`src/rtl/pipe_collision.sv`:
```
// Pipe scroller, bird collision detector and score keeper for the flappy-bird game.
// Optional macro PIPE_COLLISION_BOUNDS_EN adds floor/ceiling collisions.
module pipe_collision #(
    parameter int TICK_DIV  = 1000000,
    parameter int SPEED     = 2,
    parameter int PIPE_W    = 60,
    parameter int GAP_H     = 120,
    parameter int BIRD_SIZE = 20,
    parameter int SCREEN_W  = 640,
    parameter int SCREEN_H  = 480,
    parameter int SPACING   = 320
) (
    input  logic       Clk,
    input  logic       Reset,
    input  logic       Start,
    input  logic [9:0] YBird,
    input  logic [9:0] XBird,
    output logic [9:0] PipeX0,
    output logic [9:0] PipeX1,
    output logic [9:0] GapY0,
    output logic [9:0] GapY1,
    output logic [7:0] Score,
    output logic       GameOver,
    output logic       Hit
);

    localparam int CW = (TICK_DIV > 1) ? $clog2(TICK_DIV) : 1;
    localparam logic [CW-1:0] TICK_LAST = CW'(TICK_DIV - 1);

    localparam logic [10:0] SPEED_W  = 11'(SPEED);
    localparam logic [10:0] PIPEW_W  = 11'(PIPE_W);
    localparam logic [10:0] GAPH_W   = 11'(GAP_H);
    localparam logic [10:0] BIRD_W   = 11'(BIRD_SIZE);
    localparam logic [10:0] SCRH_W   = 11'(SCREEN_H);
    localparam logic [10:0] CEIL_W   = 11'd1000;
    localparam logic [9:0]  PIPE0_RST = 10'(SCREEN_W);
    localparam logic [9:0]  PIPE1_RST = 10'(SCREEN_W + SPACING);
    localparam logic [9:0]  GAP_RST   = 10'd200;
    localparam logic [9:0]  GAP_MIN   = 10'd40;

`ifdef PIPE_COLLISION_BOUNDS_EN
    localparam bit BOUNDS_EN = 1'b1;
`else
    localparam bit BOUNDS_EN = 1'b0;
`endif

    typedef enum logic [2:0] {
        IDLE = 3'b001,
        RUN  = 3'b010,
        DEAD = 3'b100
    } stateT;

    stateT         state_q, state_d;
    logic [9:0]    pipeX0_q, pipeX0_d, pipeX1_q, pipeX1_d;
    logic [9:0]    gapY0_q, gapY0_d, gapY1_q, gapY1_d;
    logic [7:0]    score_q, score_d;
    logic          gameOver_q, gameOver_d;
    logic          hit_q, hit_d;
    logic [CW-1:0] cnt_q, cnt_d;
    logic [7:0]    lfsr_q, lfsr_d;

    logic [10:0]   birdX, birdY;
    logic          tick, collision, boundHit;
    logic          score0, score1;
    logic [1:0]    scoreAdd;
    logic [8:0]    scoreSum;
    logic [9:0]    newGap;

    function automatic logic pipeHit(input logic [10:0] px, input logic [10:0] gy,
                                     input logic [10:0] bx, input logic [10:0] by);
        logic horiz, outside;
        horiz   = (bx + BIRD_W > px) && (bx < px + PIPEW_W);
        outside = (by < gy) || (by + BIRD_W > gy + GAPH_W);
        return horiz && outside;
    endfunction

    // The pipe's trailing edge steps past the bird's left edge during this move.
    function automatic logic pipeScores(input logic [10:0] px, input logic [10:0] bx);
        return (px >= SPEED_W) && (px + PIPEW_W >= bx) && (px + PIPEW_W - SPEED_W < bx);
    endfunction

    function automatic logic [9:0] pipeStep(input logic [9:0] px);
        return (px < SPEED_W[9:0]) ? PIPE0_RST : px - SPEED_W[9:0];
    endfunction

    assign birdX     = {1'b0, XBird};
    assign birdY     = {1'b0, YBird};
    assign tick      = (cnt_q == TICK_LAST);
    assign boundHit  = (birdY + BIRD_W >= SCRH_W) || (birdY >= CEIL_W);
    assign collision = pipeHit({1'b0, pipeX0_q}, {1'b0, gapY0_q}, birdX, birdY)
                     | pipeHit({1'b0, pipeX1_q}, {1'b0, gapY1_q}, birdX, birdY)
                     | (BOUNDS_EN & boundHit);
    assign score0    = pipeScores({1'b0, pipeX0_q}, birdX);
    assign score1    = pipeScores({1'b0, pipeX1_q}, birdX);
    assign scoreAdd  = {1'b0, score0} + {1'b0, score1};
    assign scoreSum  = {1'b0, score_q} + {7'd0, scoreAdd};
    assign newGap    = GAP_MIN + {2'b00, lfsr_q};

    always_comb begin
        state_d    = state_q;
        pipeX0_d   = pipeX0_q;
        pipeX1_d   = pipeX1_q;
        gapY0_d    = gapY0_q;
        gapY1_d    = gapY1_q;
        score_d    = score_q;
        gameOver_d = gameOver_q;
        hit_d      = 1'b0;
        cnt_d      = cnt_q;
        lfsr_d     = {lfsr_q[6:0], lfsr_q[7] ^ lfsr_q[5] ^ lfsr_q[4] ^ lfsr_q[3]};

        case (state_q)
            IDLE: begin
                pipeX0_d   = PIPE0_RST;
                pipeX1_d   = PIPE1_RST;
                gapY0_d    = GAP_RST;
                gapY1_d    = GAP_RST;
                score_d    = 8'd0;
                cnt_d      = '0;
                gameOver_d = 1'b0;
                state_d    = RUN;
            end
            RUN: begin
                if (collision) begin
                    state_d    = DEAD;
                    gameOver_d = 1'b1;
                    hit_d      = 1'b1;
                end else begin
                    gameOver_d = 1'b0;
                    if (tick) begin
                        cnt_d    = '0;
                        pipeX0_d = pipeStep(pipeX0_q);
                        pipeX1_d = pipeStep(pipeX1_q);
                        if (pipeX0_q < SPEED_W[9:0]) gapY0_d = newGap;
                        if (pipeX1_q < SPEED_W[9:0]) gapY1_d = newGap;
                        score_d  = scoreSum[8] ? 8'hFF : scoreSum[7:0];
                    end else begin
                        cnt_d = cnt_q + CW'(1);
                    end
                end
            end
            DEAD: begin
                gameOver_d = 1'b1;
            end
            default: state_d = IDLE;
        endcase

        // Dropping Start abandons the game from any state; only the LFSR keeps running.
        if (!Start) begin
            state_d    = IDLE;
            pipeX0_d   = PIPE0_RST;
            pipeX1_d   = PIPE1_RST;
            gapY0_d    = GAP_RST;
            gapY1_d    = GAP_RST;
            score_d    = 8'd0;
            cnt_d      = '0;
            gameOver_d = 1'b0;
            hit_d      = 1'b0;
        end
    end

    always_ff @(posedge Clk) begin
        if (!Reset) begin
            state_q    <= IDLE;
            pipeX0_q   <= PIPE0_RST;
            pipeX1_q   <= PIPE1_RST;
            gapY0_q    <= GAP_RST;
            gapY1_q    <= GAP_RST;
            score_q    <= 8'd0;
            gameOver_q <= 1'b0;
            hit_q      <= 1'b0;
            cnt_q      <= '0;
            lfsr_q     <= 8'hA5;
        end else begin
            state_q    <= state_d;
            pipeX0_q   <= pipeX0_d;
            pipeX1_q   <= pipeX1_d;
            gapY0_q    <= gapY0_d;
            gapY1_q    <= gapY1_d;
            score_q    <= score_d;
            gameOver_q <= gameOver_d;
            hit_q      <= hit_d;
            cnt_q      <= cnt_d;
            lfsr_q     <= lfsr_d;
        end
    end

    assign PipeX0   = pipeX0_q;
    assign PipeX1   = pipeX1_q;
    assign GapY0    = gapY0_q;
    assign GapY1    = gapY1_q;
    assign Score    = score_q;
    assign GameOver = gameOver_q;
    assign Hit      = hit_q;

endmodule

```
`config.mk`:
```
export PLATFORM = sky130hd
export DESIGN_NAME = pipe_collision
export DESIGN_NICKNAME = d
export VERILOG_FILES = /design/src/rtl/pipe_collision.sv
export SDC_FILE = /design/constraint.sdc
export NUM_CORES = 1
export LEC_CHECK = 0
export CAP_MARGIN = 20
export CORE_AREA = 2 2 119 121
export CTS_CLUSTER_DIAMETER = 30
export DETAILED_ROUTE_END_ITERATION = 6
export DIE_AREA = 0 0 121 123
export PLACE_DENSITY = 0.83
export REMOVE_ABC_BUFFERS = 1
export SYNTH_ARGS = -nofsm -noshare
export SYNTH_HDL_FRONTEND = slang
export SYNTH_SLANG_ARGS = --single-unit
```
`constraint.sdc`:
```
create_clock -name Clk -period 4.5 [get_ports Clk]
set_input_delay 0.45 -clock Clk [delete_from_list [all_inputs] [get_ports Clk]]
set_output_delay 0.45 -clock Clk [all_outputs]
set_load 0.01 [all_outputs]
```
# [Word level (Yosys, flattened, before mapping)]
# Cells that the tools add are included.
# Widths: inputs -> output; s select.
[word_totals] regBits=81
[classes] n_addsub=14 n_lt_le_gt_ge=16 n_eq_ne=9 n_mux=27 bitwise=5 reduce_logical=19
[op_table] operator="$mux 10" n=12
[op_table] operator="$pmux 10 s2" n=4
[op_table] operator="$mux 20" n=2
[op_table] operator="$pmux 20 s2" n=1
[op_table] operator="$mux 8" n=3
[op_table] operator="$add 10x5->11 const B" n=2
[op_table] operator="$add 10x6->11 const B" n=2
[op_table] operator="$add 10x7->11 const B" n=2
[op_table] operator="$ge 11x10->1" n=2
[op_table] operator="$gt 11x10->1" n=2
[op_table] operator="$gt 11x11->1" n=2
[op_table] operator="$lt 10x11->1" n=2
[op_table] operator="$lt 11x10->1" n=2
[op_table] operator="$sub 11x2->11 const B" n=2
[op_table] operator="$add 20x1->20 const B" n=1
[op_table] operator="$eq 20x20->1 const B" n=1
[op_table] operator="$ge 10x2->1 const B" n=2
[op_table] operator="$lt 10x10->1" n=2
[op_table] operator="$lt 10x2->1 const B" n=2
[op_table] operator="$sub 10x2->10 const B" n=2
[op_table] operator="$pmux 8 s2" n=1
[op_table] operator="$ne 2x2->1 const B" n=5
[op_table] operator="$add 6x8->9 const A" n=1
[op_table] operator="$add 8x2->9" n=1
[op_table] operator="other kinds (18)" n=32

# [Depth between registers and ports, before layout]
# Gate-level depths: netlist (run 1).
[logic_depth] ltp_word=10 mapped_depth=22

# [Worst setup path before layout (run 1)]
# Ideal clock, no wire load.
[synth_path] kind="register to register" start="register pipeX1_q[2] (netlist: PipeX1[2])" end="register score_q[4] (netlist: Score[4])" setup_ps=86 arrival_time_ps=4271 required_time_ps=4414 slack_ps=143 stages_incl_launch_ff=21 n_path_buf=1 path_cell_list="dfxtp_1 -> inv_1 -> ha_1 -> or3b_1 -> buf_4 -> xnor2_1 -> nor4_1 -> xor2_1 -> ha_1 -> a21o_1 -> a2111oi_0 -> o211ai_1 -> fa_1 -> inv_1 -> ha_1 -> and3_1 -> and3_1 -> nand3_1 -> nand3_1 -> nor3_1 -> a211oi_1"
[synth_between] elab_chain_len=10 word_cells_on_any_way=20 classes_between="add/sub (4); order compare (5); eq/ne (1); mux (4); bitwise (1); reduce/logical (5)"
[synth_rtl] element="start, declared" line="54" source="logic [9:0] pipeX0_q, pipeX0_d, pipeX1_q, pipeX1_d;"
[synth_rtl] element="start signal, assigned" line="176" source="pipeX1_q <= pipeX1_d;"
[synth_rtl] element="$add 10x6->11" line="72, 79"
[synth_rtl] element="$sub 11x2->11 or $ge 11x10->1 (tied branches)" line="79" source="return (px >= SPEED_W) && (px + PIPEW_W >= bx) && (px + PIPEW_W - SPEED_W < bx);"
[synth_rtl] element="$lt 11x10->1 or $logic_and 1x1->1 (tied branches)" line="79"
[synth_rtl] element="$logic_and 1x1->1" line="79"
[synth_rtl] element="$add 1x1->2" line="95" source="assign scoreAdd = {1'b0, score0} + {1'b0, score1};"
[synth_rtl] element="$add 8x2->9" line="96" source="assign scoreSum = {1'b0, score_q} + {7'd0, scoreAdd};"
[synth_rtl] element="$mux 8" line="135" source="score_d = scoreSum[8] ? 8'hFF : scoreSum[7:0];"
[synth_rtl] element="$mux 8" line="129" source="if (tick) begin"
[synth_rtl] element="$mux 8" line="123" source="if (collision) begin"
[synth_rtl] element="$pmux 8 s2" line="111" source="case (state_q)"
[synth_rtl] element="end signal, assigned" line="179" source="score_q <= score_d;"
[synth_rtl] element="end, declared" line="56" source="logic [7:0] score_q, score_d;"
# Several ways; a longest one is shown, not always the timed one. The select of a mux whose other input is x is not followed.
# A chain may end at the register's enable or synchronous reset.

# [Worst setup path in the final report (run 1)]
[layout_path] start="register pipeX1_q[3] (netlist: PipeX1[3])" end="register score_q[3] (netlist: Score[3])"
# The elaborated chain is that of the path after synthesis.

==> results of run 1 <==
==> sequential cells by signal, summed over array words and instances (netlist names) <==
register  count
state_q       3
PipeX0        9
Hit           1
GapY1         9
GapY0         9
lfsr_q        8
PipeX1        9
Score         8
GameOver      1
cnt_q        20
==> Yosys cell counts, types with 4 or more instances <==
cell and instances:
a211o_1 4, a211oi_1 13, a21boi_0 4, a21o_1 12
a21oi_1 39, a31oi_1 9, a32o_1 6, and2_1 7
and3_1 24, buf_2 6, buf_4 5, buf_6 4
clkbuf_1 17, dfxtp_1 77, ha_1 104, inv_1 64
mux2i_1 9, nand2_1 81, nand2b_1 13, nand3_1 49
nand4_1 17, nor2_1 56, nor2b_1 8, nor3_1 32
nor4_1 8, o211ai_1 13, o21a_1 17, o21ai_0 28
o21ai_2 4, o22ai_1 7, o31ai_1 5, o32ai_1 5
or3_1 4, or4_1 5, xnor2_1 46, xor2_1 9
==> where the power goes <==
group          switching, W  internal [W]
logic              0.000223      0.000159
registers         0.0000145      0.000692
clock network      0.000289      0.000446
==> stage by stage <==
step	hold WS [ns]	power [W]	TNS [ns]	instances
2_1_floorplan	0.425	0.000949	0	845
3_3_place_gp	0.440	0.00108	0	1132
3_5_place_dp	0.453	0.00109	-0.118	1132
4_1_cts	0.474	0.00181	0	1148
5_1_grt	0.492	0.00190	-0.156	1150
6_report	0.473	0.00182	0	1150
==> routing by layer <==
| metal | GRT usage [%] | routed length, um | vias to the layer above | share of wire (%) |
|---|---|---|---|---|
| met5 | 0 | 0 | - | 0 |
| met4 | 11.9 | 756 | 0 | 3.8 |
| met3 | 3.55 | 1140 | 66 | 5.6 |
| met2 | 45.1 | 9780 | 275 | 49 |
| met1 | 33.1 | 8470 | 3325 | 42 |
| li1 | - | - | 3386 | - |
==> layout make-up <==
cell class | count | area (sq um) | share of cell area, %
multi-input combinational | 704 | 5220 | 61.2
sequential | 77 | 1540 | 18.1
inverter | 64 | 240 | 2.82
tap | 180 | 225 | 2.64
clock buffer | 11 | 243 | 2.85
timing repair buffer | 109 | 988 | 11.6
clock inverter | 5 | 60.1 | 0.705
==> logic make-up after synthesis <==
logic type	after synthesis
AOI/OAI and AO/OA	207
xor gates and xnor gates	55
adders and majority gates	106
buffers and inverters	97
DFF	77
muxes	9
other	1
and+or+nand+nor	323
==> timing repair <==
item | 4_1_cts | 5_1_grt
gates cloned | 0 | 0
setup endpoints to repair | 3 | 8
setup buffers | 0 | 2
resized for setup | 2 | 30
pin swaps | 0 | 6
==> worst min-delay path by stage <==
stage / from / end / slack (ns) / depth (start not counted)
final: lfsr_q[1] / lfsr_q[2] / 0.47 / 1
after global routing: lfsr_q[1] / lfsr_q[2] / 0.49 / 1
after CTS: lfsr_q[1] / lfsr_q[2] / 0.47 / 1
after detailed placement: lfsr_q[1] / lfsr_q[2] / 0.45 / 1
after global placement: lfsr_q[1] / lfsr_q[2] / 0.44 / 1
after floorplan: lfsr_q[1] / lfsr_q[2] / 0.42 / 1
==> critical path: cells and delay by family (launching register included) <==
family,cells,cell delay [ns]
xor gates and xnor gates,1,0.21
buffers and inverters,3,0.32
and+or+nand+nor,7,1.15
adders and majority gates,4,1.05
DFF,1,0.40
AOI/OAI and AO/OA,5,1.16
==> cells in the final DEF (no fill, tap or decap), types with 4 or more instances in the layout <==
cell             Yosys  final
a21o_1              12     12
nor3_1              32     27
o21a_1              17     17
a32o_1               6      6
and2_1               7      7
nand3_1             49     46
a31oi_1              9      9
nand4_1             17     17
xnor2_2              0      4
a211oi_1            13     13
o21ai_2              4      4
xnor2_1             46     42
clkbuf_16            0      9
nor3_2               2      6
a211o_1              4      4
or4_1                5      5
mux2i_1              9      9
o22ai_1              7      7
nor2b_1              8      8
nor4_1               8      6
dfxtp_1             77     75
ha_1               104    103
conb_1               1      4
and3_1              24     21
or3_1                4      4
clkdlybuf4s50_1      0     68
a21oi_1             39     39
nor2_1              56     56
nand2b_1            13     13
xor2_1               9      9
buf_4                5     41
o31ai_1              5      5
inv_1               64     63
nand2_1             81     81
o211ai_1            13     13
o21ai_0             28     27
o32ai_1              5      5
==> flow_metrics.tcl, run 1 <==
set metrics [dict create \
    cpMaxStageDelayCell "fa_2" \
    ir_drop_mv 0.192 \
    synth_enable_flop_cells 0 \
    finalHoldViolCount 0 \
    synth_area_per_cell_sq_um 8.03 \
    clock_tree.root_cell "clkbuf_16" \
    muxShareOfSynthArea_pct 1.28 \
    synth_top_family_by_area "simple AND/OR/NAND/NOR gates" \
    postSynth.asyncResetShare_pct 0 \
    status "finished clean" \
    post_drt_via_cell_ratio 6.13 \
    arrival_ns 4.62 \
    yosys_warnings 0 \
    first_pass_iters 7 \
    antenna_found_initial 0 \
    setup_slack_ns 0.134 \
    diodes 0 \
    ant_nets 0 \
    end_kind "flip-flop" \
    finalNetCount 1093 \
    gp_congestion 0.930 \
    cts_buffers 9 \
    tightestPinTransition_ns 1.01 \
    track_usage_pct 26.4 \
    p_leak_nw 3.34 \
    fill_cells 1140 \
    yosys.area.top_type "dfxtp_1" \
    die-area_sq_um 14900 \
    synth-seq-cells 77 \
    cp_slowest_stage_delay_ns 0.45 \
    synth_cell_types 78 \
    path_clk_slew_ns 0.06 \
    max_freq_mhz 229 \
    worstPathRequired_ns 4.76 \
    areaGrowthSynthToFinish_pct 21.2 \
    setup_viol 0 \
    crit_start "PipeX1[3]" \
    start_kind "flip-flop" \
    synth_area_leaders "dfxtp_1 22%, ha_1 19%, xnor2_1 5.7%, nand2_1 4.3%, nand3_1 3.5%" \
    fin_crit_sh_pct 97.0 \
    worstSetupEndpoint "Score[3]" \
    drive_above_1_share_pct 11.0 \
    synth_area_sq_um 7020 \
    grt_pass1_wl_um 31800 \
    stdcell_area_sq_um 8520 \
    grt_max_degree 30 \
    path_max_fanout 5 \
    syn_inst 875 \
    grt.overflow.total 0 \
    post_drt_wl_per_cell_um 17.5 \
    io_buffer_count 68 \
    slew_headroom_pct 32.2 \
    dieHeight_um 123 \
    hpwl_um 15300 \
    slew_viol_final 0 \
    dpl_cell_area_sq_um 8050 \
    utilization_pct 62.6 \
    core-area_sq_um 13600 \
    crit_chain "inv_1 > buf_4 > ha_1 > a21boi_2 > nand2_1 > nor4_4 > xor2_1 > ha_1 > a21o_1 > a2111oi_2 > o211ai_1 > fa_2 > inv_2 > ha_4 > and3_4 > and3_4 > nand3_2 > nand3_1 > nor3_1 > a211oi_1" \
    routed_wl_um 20100 \
    floorplan.initialDensity_pct 51.6 \
    clkLatencyLatePin_ns 0.34 \
    timing.rr.start "PipeX1[3]" \
    drv_cap 0 \
    drt_iter0_markers 575 \
    cts_max_path_buffers 2 \
    die_width_um 121 \
    synth_fa_ha_area_share_pct 19.0 \
    dp_slack_ns -0.0696 \
    hp-class "reg -> reg" \
    cts_max_level 3 \
    rows 43 \
    synth_ff_type "dfxtp_1" \
    synth_compound_area_share_pct 21.8 \
    powerDensity_nw_per_um2 214 \
    grt_pass1_vias 6557 \
    via_count 7052 \
    yosys.area_share.xor_xnor_pct 6.86 \
    ios 73 \
    reg2reg_depth 20 \
    seq_area_frac_synth_pct 21.9 \
    cts_tree "built" \
    clock_sinks 77 \
    rr_endpoint "Score[3]" \
    path_class "reg -> reg" \
    min_period_ns 4.37 \
    synth_top_area_share_pct 21.9 \
    drc_errors 0 \
    postCtsHoldBufs 0 \
    rrSetupSlack_ns 0.13 \
    yosys.area_share.simple_pct 23.2 \
    skew_ns 0.00728 \
]
Note: power is estimated with default switching activity, not from simulation.
==> run 2, diff against run 1 <==
--- a/config.mk
+++ b/config.mk
@@ -12,6 +12,7 @@
 export DIE_AREA = 0 0 121 123
 export PLACE_DENSITY = 0.83
 export REMOVE_ABC_BUFFERS = 1
+export SLEW_MARGIN = 0
 export SYNTH_ARGS = -nofsm -noshare
 export SYNTH_HDL_FRONTEND = slang
 export SYNTH_SLANG_ARGS = --single-unit
==> results of run 2 <==
The final DEF is identical to that of run 1; final timing and power are the same.
==> run 3, diff against run 2 <==
--- a/config.mk
+++ b/config.mk
@@ -5,11 +5,13 @@
 export SDC_FILE = /design/constraint.sdc
 export NUM_CORES = 1
 export LEC_CHECK = 0
+export ABC_AREA = 1
 export CAP_MARGIN = 20
-export CORE_AREA = 2 2 119 121
+export CORE_AREA = 2 2 122 124
 export CTS_CLUSTER_DIAMETER = 30
+export CTS_CLUSTER_SIZE = 10
 export DETAILED_ROUTE_END_ITERATION = 6
-export DIE_AREA = 0 0 121 123
+export DIE_AREA = 0 0 124 126
 export PLACE_DENSITY = 0.83
 export REMOVE_ABC_BUFFERS = 1
 export SLEW_MARGIN = 0
==> run 3 against run 2 <==
Compared with the run above: clock skew decreased by 0.0013 ns; design area increased by 1.3%; final cell count increased by 22%; critical path type unchanged; flip-flop and latch count unchanged; global-route usage decreased by 2.9 points; core utilization decreased by 2.3 points; critical endpoint is now Score[7]; total power increased by 23%; first-iteration DRC count decreased by 37%; via count increased by 4.2%; largest cell class unchanged; routed wire length decreased by 11%; setup slack improved by 0.21 ns.
==> flow_metrics.tcl, run 3 <==
set metrics [dict create \
    fin_crit_sh_pct 92.3 \
    die_width_um 124 \
    hp-class "reg -> reg" \
    tightestPinTransition_ns 0.725 \
    first_pass_iters 6 \
    ant_nets 0 \
    ir_drop_mv 0.185 \
    antenna_found_initial 0 \
    clkLatencyLatePin_ns 0.34 \
    synth_compound_area_share_pct 8.61 \
    hpwl_um 13900 \
    yosys.area_share.xor_xnor_pct 6.77 \
    post_drt_via_cell_ratio 5.24 \
    seq_area_frac_synth_pct 20.6 \
    ios 73 \
    areaGrowthSynthToFinish_pct 15.1 \
    synth_area_sq_um 7500 \
    postSynth.asyncResetShare_pct 0 \
    clock_sinks 77 \
    final_cell_mix "276 x nand2_1, 153 x inv_1, 137 x nor2_1" \
    p_leak_nw 4.04 \
    gp_congestion 0.931 \
    routed_wl_um 18000 \
    synth_enable_flop_cells 0 \
    start_kind "flip-flop" \
    worstPathRequired_ns 4.79 \
    synth_most_common_cell "nand2_1" \
    grtUsageMet2_pct 39.9 \
    powerDensity_nw_per_um2 259 \
    finalHoldViolCount 0 \
    cts_max_path_buffers 2 \
    via_count 7347 \
    grt_pass1_vias 6707 \
    rows 44 \
    skew_ns 0.00596 \
    drt_iter0_markers 365 \
    synth_fa_ha_area_share_pct 17.6 \
    combPwrFrac_pct 33.4 \
    drv_cap 0 \
    synth_ff_type "dfxtp_1" \
    arrival_ns 4.44 \
    yosys.area.top_type "dfxtp_1" \
    synth_commonest_cells "277 x nand2_1, 153 x inv_1, 138 x nor2_1" \
    grt_max_degree 34 \
    setup_viol 0 \
    finalNetCount 1340 \
    utilization_pct 60.3 \
    gr-usage-met3_pct 2.31 \
    gr-usage-met1_pct 31.0 \
    end_kind "flip-flop" \
    switching_share_pct 35.3 \
    syn_inst 1154 \
    diodes 0 \
    top_usage_layer "met2" \
    max_freq_mhz 241 \
    post_drt_wl_per_cell_um 12.8 \
    finalSetupTns_ns 0 \
    slew_headroom_pct 51.6 \
    synth_area_per_cell_sq_um 6.50 \
    core-area_sq_um 14300 \
    p_int_w 0.00145 \
    path_clk_slew_ns 0.06 \
    synth_area_leaders "dfxtp_1 21%, ha_1 17%, nand2_1 14%, inv_1 7.7%, nor2_1 6.9%" \
    setup_slack_ns 0.345 \
    path_class "reg -> reg" \
    die-area_sq_um 15600 \
    stdcell_area_sq_um 8630 \
    dp_slack_ns 0.285 \
    synth_top_area_share_pct 20.6 \
    dpl_cell_area_sq_um 8290 \
    grt.overflow.total 0 \
    status "finished clean" \
    drive_above_1_share_pct 6.08 \
    synth_cell_types 44 \
    largest-register "cnt_q" \
    yosys_warnings 0 \
    dieHeight_um 126 \
    io_buffer_count 68 \
    clkPwrFrac_pct 33.2 \
    cts_tree "built" \
    largest_register_ffs 20 \
    whs_ns 0.423 \
    power.switching_w 0.000789 \
    slew_viol_final 0 \
    track_usage_pct 23.5 \
    seqPwrFrac_pct 33.4 \
    synth_top_family_by_area "simple AND/OR/NAND/NOR gates" \
    cts_max_level 3 \
    drc_errors 0 \
    synth-seq-cells 77 \
    muxShareOfSynthArea_pct 0 \
    yosys.area_share.simple_pct 35.7 \
    postCtsHoldBufs 0 \
    path_max_fanout 6 \
    clock_tree.root_cell "clkbuf_16" \
    grt_pass1_wl_um 30000 \
    floorplan.initialDensity_pct 52.4 \
    min_period_ns 4.16 \
    cts_buffers 9 \
    final_common_cell "nand2_1" \
]
## run 3: cell count changes after synthesis, sizes merged, moves of 14 or more
cell,change
o21a,-17
xnor2,-28
a211oi,-14
a21oi,+28
inv,+93
nand2,+212
and3,-22
nand3,+47
nor2,+89
xor2,+31
## run 3: worst max-delay path: stages, from the launching register on
cell,delay (ns)
dfxtp_1,0.41
inv_1,0.14
ha_1,0.29
nand2_1,0.20
xor2_2,0.25
xnor2_1,0.11
ha_1,0.32
a21oi_1,0.18
o221a_2,0.19
o21ai_0,0.09
nand2_1,0.08
o2111ai_1,0.17
fa_1,0.43
inv_1,0.09
ha_1,0.21
nand3_1,0.12
nor2_2,0.15
nand3_1,0.15
inv_1,0.15
o21ai_0,0.10
nand3_1,0.11
nand2_1,0.06
nor2_1,0.08
## run 3: final cells by class
class	instances	area [sq um]
fillers	1353	5690
multi-input cells	889	5200
flip-flops and latches	77	1540
repair buffers	76	753
inverters	159	597
well taps	184	230
clock buffers	10	229
clock inverters	6	71.3
## run 3: path summary, 6_finish.rpt
kind	cells after the start	start	end	slack, ns
setup / recovery	22	PipeX0[2]	Score[7]	0.34
hold / removal	2	lfsr_q[1]	lfsr_q[2]	0.42
hold reg to reg	2	lfsr_q[1]	lfsr_q[2]	0.42
setup reg to reg	22	PipeX0[2]	Score[7]	0.34
## run 3: routing by layer
layer / up-vias / share of wire, %
met5: - / 0
met3: 24 / 4.3
met4: 0 / 1.6
met2: 156 / 47
met1: 3332 / 47
li1: 3835 / -
## run 3: what timing repair did
action,CTS,global route
endpoints found under the setup margin,0,8
hold endpoints to repair,0,0
setup buffers,0,0
gates resized for setup,0,6
## run 3: cells by family after synthesis
| kind of cell | count (synthesis) |
|---|---|
| other cells | 1 |
| compound gates | 116 |
| xor+xnor | 58 |
| simple gates | 606 |
| fa+ha+maj | 105 |
| buf+inv | 191 |
| flops | 77 |
## run 3: power groups by stage
stage                     Sequential, W  Combinational (W)  Clock [W]
after floorplan                0.000763           0.000517          0
after global placement         0.000759           0.000714          0
after detailed placement       0.000760           0.000734          0
after CTS                      0.000745           0.000741   0.000754
after global routing           0.000750           0.000854   0.000780
final                          0.000747           0.000747   0.000742
## run 3: per-stage QoR
stage               total power, W  instances
floorplan                  0.00128       1125
global placement           0.00147       1385
detailed placement         0.00149       1385
CTS                        0.00224       1401
global route               0.00238       1401
finish                     0.00224       1401
